File: src/rtl/m_cp0.sv
// Coprocessor-0 exception/interrupt unit beside the M stage: SR, Cause, EPC, mfc0/mtc0, eret.
// Optional Count/Compare timer is built when the macro CP0_TIMER_EN is defined.
module m_cp0 (
    input  logic        Clk,
    input  logic        Reset,
    input  logic        En,
    input  logic [4:0]  CP0Addr,
    input  logic [31:0] CP0In,
    output logic [31:0] CP0Out,
    input  logic [31:0] VPC,
    input  logic        BDIn,
    input  logic [4:0]  ExcCodeIn,
    input  logic [5:0]  HWInt,
    input  logic        EXLClr,
    output logic [31:0] EPCOut,
    output logic        Req
);

    localparam logic [4:0] ADDR_SR    = 5'd12;
    localparam logic [4:0] ADDR_CAUSE = 5'd13;
    localparam logic [4:0] ADDR_EPC   = 5'd14;

    // SR image: IM[15:10], EXL[1], IE[0], everything else zero.
    function automatic logic [31:0] sr_word(input logic [5:0] im, input logic exl, input logic ie);
        sr_word = {16'd0, im, 8'd0, exl, ie};
    endfunction

    // Cause image: BD[31], IP[15:10], ExcCode[6:2], everything else zero.
    function automatic logic [31:0] cause_word(input logic bd, input logic [5:0] ip, input logic [4:0] code);
        cause_word = {bd, 15'd0, ip, 3'd0, code, 2'd0};
    endfunction

    logic [5:0]  im_r;
    logic        exl_r;
    logic        ie_r;
    logic        bd_r;
    logic [5:0]  ip_r;
    logic [4:0]  exc_code_r;
    logic [31:0] epc_r;

    logic [5:0]  im_nxt_s;
    logic        exl_nxt_s;
    logic        ie_nxt_s;
    logic        bd_nxt_s;
    logic [4:0]  exc_code_nxt_s;
    logic [31:0] epc_nxt_s;

    logic [5:0]  hw_eff_s;
    logic        int_req_s;
    logic        exc_req_s;
    logic        req_s;
    logic        wr_en_s;
    logic        sr_wr_s;
    logic        epc_wr_s;

    // An mtc0 only commits when the victim is not being squashed.
    assign wr_en_s  = En & ~req_s;
    assign sr_wr_s  = wr_en_s & (CP0Addr == ADDR_SR);
    assign epc_wr_s = wr_en_s & (CP0Addr == ADDR_EPC);

`ifdef CP0_TIMER_EN
    localparam logic [4:0] ADDR_COUNT   = 5'd9;
    localparam logic [4:0] ADDR_COMPARE = 5'd11;

    logic [31:0] count_r;
    logic [31:0] compare_r;
    logic        timer_pend_r;
    logic [31:0] count_nxt_s;
    logic [31:0] compare_nxt_s;
    logic        timer_pend_nxt_s;
    logic        count_wr_s;
    logic        compare_wr_s;

    assign count_wr_s   = wr_en_s & (CP0Addr == ADDR_COUNT);
    assign compare_wr_s = wr_en_s & (CP0Addr == ADDR_COMPARE);
    assign hw_eff_s     = HWInt | {timer_pend_r, 5'd0};

    // Timer next state: free-running count, sticky match flag cleared by a Compare write.
    always_comb begin
        count_nxt_s      = count_r + 32'd1;
        compare_nxt_s    = compare_r;
        timer_pend_nxt_s = timer_pend_r;
        if (count_wr_s) begin
            count_nxt_s = CP0In;
        end else begin
            count_nxt_s = count_r + 32'd1;
        end
        if (compare_wr_s) begin
            compare_nxt_s    = CP0In;
            timer_pend_nxt_s = 1'b0;
        end else if ((count_r == compare_r) && (compare_r != 32'd0)) begin
            compare_nxt_s    = compare_r;
            timer_pend_nxt_s = 1'b1;
        end else begin
            compare_nxt_s    = compare_r;
            timer_pend_nxt_s = timer_pend_r;
        end
    end

    // Timer state registers.
    always_ff @(posedge Clk) begin
        if (Reset) begin
            count_r      <= 32'd0;
            compare_r    <= 32'd0;
            timer_pend_r <= 1'b0;
        end else begin
            count_r      <= count_nxt_s;
            compare_r    <= compare_nxt_s;
            timer_pend_r <= timer_pend_nxt_s;
        end
    end
`else
    assign hw_eff_s = HWInt;
`endif

    assign int_req_s = ie_r & ~exl_r & (|(im_r & hw_eff_s));
    assign exc_req_s = ~exl_r & (ExcCodeIn != 5'd0);
    assign req_s     = int_req_s | exc_req_s;

    assign Req    = req_s;
    assign EPCOut = epc_r;

    // Next-state for SR/Cause/EPC; exception entry overrides any software write.
    always_comb begin
        im_nxt_s       = im_r;
        ie_nxt_s       = ie_r;
        exl_nxt_s      = exl_r;
        bd_nxt_s       = bd_r;
        exc_code_nxt_s = exc_code_r;
        epc_nxt_s      = epc_r;
        if (req_s) begin
            exl_nxt_s      = 1'b1;
            bd_nxt_s       = BDIn;
            exc_code_nxt_s = int_req_s ? 5'd0 : ExcCodeIn;
            epc_nxt_s      = BDIn ? (VPC - 32'd4) : VPC;
        end else begin
            if (sr_wr_s) begin
                im_nxt_s = CP0In[15:10];
                ie_nxt_s = CP0In[0];
            end else begin
                im_nxt_s = im_r;
                ie_nxt_s = ie_r;
            end
            // eret clears EXL after a same-cycle SR write.
            if (EXLClr) begin
                exl_nxt_s = 1'b0;
            end else if (sr_wr_s) begin
                exl_nxt_s = CP0In[1];
            end else begin
                exl_nxt_s = exl_r;
            end
            epc_nxt_s = epc_wr_s ? CP0In : epc_r;
        end
    end

    // SR/Cause/EPC registers; IP samples the interrupt lines every edge.
    always_ff @(posedge Clk) begin
        if (Reset) begin
            im_r       <= 6'd0;
            exl_r      <= 1'b0;
            ie_r       <= 1'b0;
            bd_r       <= 1'b0;
            ip_r       <= 6'd0;
            exc_code_r <= 5'd0;
            epc_r      <= 32'd0;
        end else begin
            im_r       <= im_nxt_s;
            exl_r      <= exl_nxt_s;
            ie_r       <= ie_nxt_s;
            bd_r       <= bd_nxt_s;
            ip_r       <= hw_eff_s;
            exc_code_r <= exc_code_nxt_s;
            epc_r      <= epc_nxt_s;
        end
    end

    // mfc0 read mux, no write bypass.
    always_comb begin
        CP0Out = 32'd0;
        case (CP0Addr)
            ADDR_SR:      CP0Out = sr_word(im_r, exl_r, ie_r);
            ADDR_CAUSE:   CP0Out = cause_word(bd_r, ip_r, exc_code_r);
            ADDR_EPC:     CP0Out = epc_r;
`ifdef CP0_TIMER_EN
            ADDR_COUNT:   CP0Out = count_r;
            ADDR_COMPARE: CP0Out = compare_r;
`endif
            default:      CP0Out = 32'd0;
        endcase
    end

endmodule

File: config.mk
export PLATFORM = sky130hd
export DESIGN_NAME = m_cp0
export DESIGN_NICKNAME = d
export VERILOG_FILES = /design/src/rtl/m_cp0.sv
export SDC_FILE = /design/constraint.sdc
export NUM_CORES = 1
export LEC_CHECK = 0
export CORE_UTILIZATION = 47
export CTS_CLUSTER_DIAMETER = 40
export DETAILED_ROUTE_END_ITERATION = 12
export GPL_ROUTABILITY_DRIVEN = 0
export GPL_TIMING_DRIVEN = 0
export PLACE_DENSITY = 0.87
export SYNTH_ARGS = -nofsm -noshare
export SYNTH_HDL_FRONTEND = slang
export SYNTH_SLANG_ARGS = --single-unit
File: constraint.sdc
create_clock -name Clk -period 8.55 [get_ports Clk]
set_clock_uncertainty 0.15 [all_clocks]
set_input_delay 2.1375 -clock Clk [delete_from_list [all_inputs] [get_ports Clk]]
set_output_delay 2.1375 -clock Clk [all_outputs]
set_load 0.01 [all_outputs]
==> out/metrics.cfg <==
[global_route]
grt_pass1_wl_mm=20.7
grt_max_degree=19
grt-ovfl-total=0
grt_pass1_vias=4077
track_usage_pct=31.8
antenna_found_initial=0

[cells_and_area]
syn2layout_area_growth_pct=46.7
drive_above_1_share_pct=3.40
final_area_mm2=0.00531
final_nets=674
diodes=0
fill_cells=565

[flow_run]
drv_cap=0

[cts]
cts_buffer_depth=2
numCtsBuffers=5
cts_tree=built
clk_pin_slew_worst_paths_ns=0.11
postCtsResizedCells=0
cts.htree.levels=2
cts_hold_buf=0
cts-root-buf=clkbuf_8
insertion_delay_ns=0.32
clock-sinks=52
cts_setup_buffers=0

[routing]
routedWlPerCell_um=18.7
vias=4373
drt_iter0_drc=460
drtAntennaViolNets=0
drc=0
drt-vias-per-instance=6.36
dr.pass1.iters=7
wl_mm=12.9

[yosys]
yosys-top-cells-area=dfxtp_1 29%, mux2i_1 7.2%, a211oi_1 4.8%, o31a_1 4.6%, clkbuf_1 4.0%
synthCells=434
synth.top_cell.area_share_pct=28.8
ys.flop_type=dfxtp_1
netlist_area_mm2=0.00362
synth_top_area_cell=dfxtp_1
synthesis.nets=520
async_flop_share_pct=0
yosysWarnings=0
synth_cell_types=50
synth_edf_count=0
seq_area_frac_synth_pct=28.8
syn_avg_cell_area_um2=8.34
ys_seq_elements=52

[timing]
setup_viol=0
worst_slew_pin_slew_ns=0.990
rsz0062_at_grt=false
finalMaxSlewViolations=0
tns_ns=0
finalCriticalPeriod_ns=7.30
hold_viol=0
timing.final.crit_share_pct=85.3
fmax_ghz=0.137
max_slew_margin_pct=33.5

[pwr]
powerDensity_mw_per_mm2=114
power_leakage_uw=0.00189
peakVddDrop_mv=0.0706

[worst_setup_path]
r2r_end=EPCOut[2]$_SDFFE_PP0P_
cp_max_fo=10
cp.arrival_ns=5.01
startpoint_type=primary input
worst_ep_required_time_ns=6.26
critPathLaunch=CP0Addr[0]
timing.rr.start=im_r[0]$_SDFFE_PP0P_
r2r_slack_ns=6.06
endpoint=CP0Out[0]
timing_worst_setup_path_type=primary input to primary output
reg2regPathDepth=5
cp-end-kind=primary output

[place]
portBuffers=147
hpwl_mm=10.1
place_area_mm2=0.00522

[floorplanning]
die_w_um=89.8
die_area_mm2=0.00806
ios=150
initial_core_util_pct=49.4
die_y_um=89.8
rows=31
coreArea_mm2=0.00733

[outcome]
status=finished clean

[worst_hold_path]
hp-class=register to register

==> cell usage after synthesis, types with 3 or more instances <==
cell,number
o41ai_1,15
nor4bb_1,6
nor4_1,13
or3b_2,5
a31oi_1,15
clkbuf_1,39
o31ai_1,16
xor2_1,4
nand2_1,27
and3_1,18
o21a_1,4
a211oi_1,23
or4_1,17
nor3_1,4
nand2b_1,5
mux2i_1,26
a22o_1,11
and4_1,15
nor2b_1,8
a21oi_1,8
a2111oi_0,5
nand4_1,6
or3_1,10
nand3_1,7
o31a_1,19
o21ai_0,12
dfxtp_1,52
nor2_1,10
inv_1,5
xnor2_1,3
==> report_power, final <==
| part | internal (µW) | switching (µW) | leakage (µW) |
|---|---|---|---|
| combinational | 94.7 | 83.9 | 0.00141 |
| sequential | 261 | 15.0 | 0.000431 |
| clock | 59.9 | 88.9 | 0.0000487 |
| total | 415 | 188 | 0.00189 |
==> worst max-delay path: stages <==
cell and delay (ns):
clkdlybuf4s50_1 0.48, clkbuf_1 0.49, nand2b_1 0.22, clkbuf_1 0.38
nor2_1 0.22, clkbuf_1 0.29, a22o_1 0.30, clkdlybuf4s50_1 0.48
==> per-layer routing <==
| metal | part of all wire (%) | GRT usage (%) | wire (µm) |
|---|---|---|---|
| met1 | 42 | 42.4 | 5450 |
| met5 | 0 | 0 | 0 |
| met2 | 47 | 52.4 | 6000 |
| met3 | 8.5 | 4.31 | 1100 |
| met4 | 2.7 | 11.6 | 347 |
==> worst min-delay path by stage <==
| stage | startpoint | slack [ns] | cells past startpoint | end |
|---|---|---|---|---|
| global placement | im_r[2]$_SDFFE_PP0P_ | 0.31 | 2 | im_r[2]$_SDFFE_PP0P_ |
| global route | im_r[3]$_SDFFE_PP0P_ | 0.36 | 2 | im_r[3]$_SDFFE_PP0P_ |
| detailed placement | im_r[2]$_SDFFE_PP0P_ | 0.32 | 2 | im_r[2]$_SDFFE_PP0P_ |
| finish | im_r[0]$_SDFFE_PP0P_ | 0.33 | 2 | im_r[0]$_SDFFE_PP0P_ |
| floorplan | im_r[2]$_SDFFE_PP0P_ | 0.30 | 2 | im_r[2]$_SDFFE_PP0P_ |
| CTS | im_r[3]$_SDFFE_PP0P_ | 0.34 | 2 | im_r[3]$_SDFFE_PP0P_ |
==> cells by family after synthesis <==
kind of cell | share of synthesized area, %
xor+xnor | 1.69
flops | 28.8
simple gates | 29.1
compound gates | 27.4
fa+ha+maj | 0.346
mux | 7.19
buf+inv | 5.53
==> layout by cell type (no fill, tap or decap), drive strengths merged, types with 6 or more instances in the layout <==
cell and n:
o41ai 15, clkdlybuf4s50 147, inv 6, nand3 7, a211oi 23, dfxtp 52, o21ai 12, or4 18
nor4bb 6, and3 18, mux2i 26, a21oi 8, nor2 10, and4 15, a22o 11, a31oi 15
nor4 13, or3 10, nor2b 8, o31ai 16, o31a 19, nand2 27, clkbuf 44, nand4 6
==> stage by stage <==
step / std cells / setup WS (ns) / total power [µW] / hold slack, ns / util, %
floorplan: 434 / 2.72 / 354 / 0.297 / -
global placement: 680 / 1.28 / 453 / 0.310 / 71.1
detailed placement: 680 / 1.23 / 456 / 0.320 / 71.1
CTS: 688 / 1.22 / 598 / 0.335 / 72.4
global route: 688 / 1.06 / 627 / 0.355 / 72.4
finish: 688 / 1.25 / 603 / 0.335 / 72.4
==> cell type report <==
| cell class | instances | area (µm²) | share of cell area (%) |
|---|---|---|---|
| buffer | 44 | 178 | 3.35 |
| clock buffer | 5 | 68.8 | 1.30 |
| clock inverter | 3 | 26.3 | 0.495 |
| inverter | 6 | 22.5 | 0.424 |
| multi-input combinational | 332 | 2380 | 44.8 |
| sequential | 52 | 1040 | 19.6 |
| tap | 99 | 124 | 2.33 |
| timing repair buffer | 147 | 1470 | 27.7 |
==> registers in the layout, summed over array words and instances (netlist names) <==
register    count
exc_code_r      5
EPCOut         32
exl_r           1
ie_r            1
bd_r            1
im_r            6
ip_r            6
No activity file was read; power rests on OpenSTA's default activity.
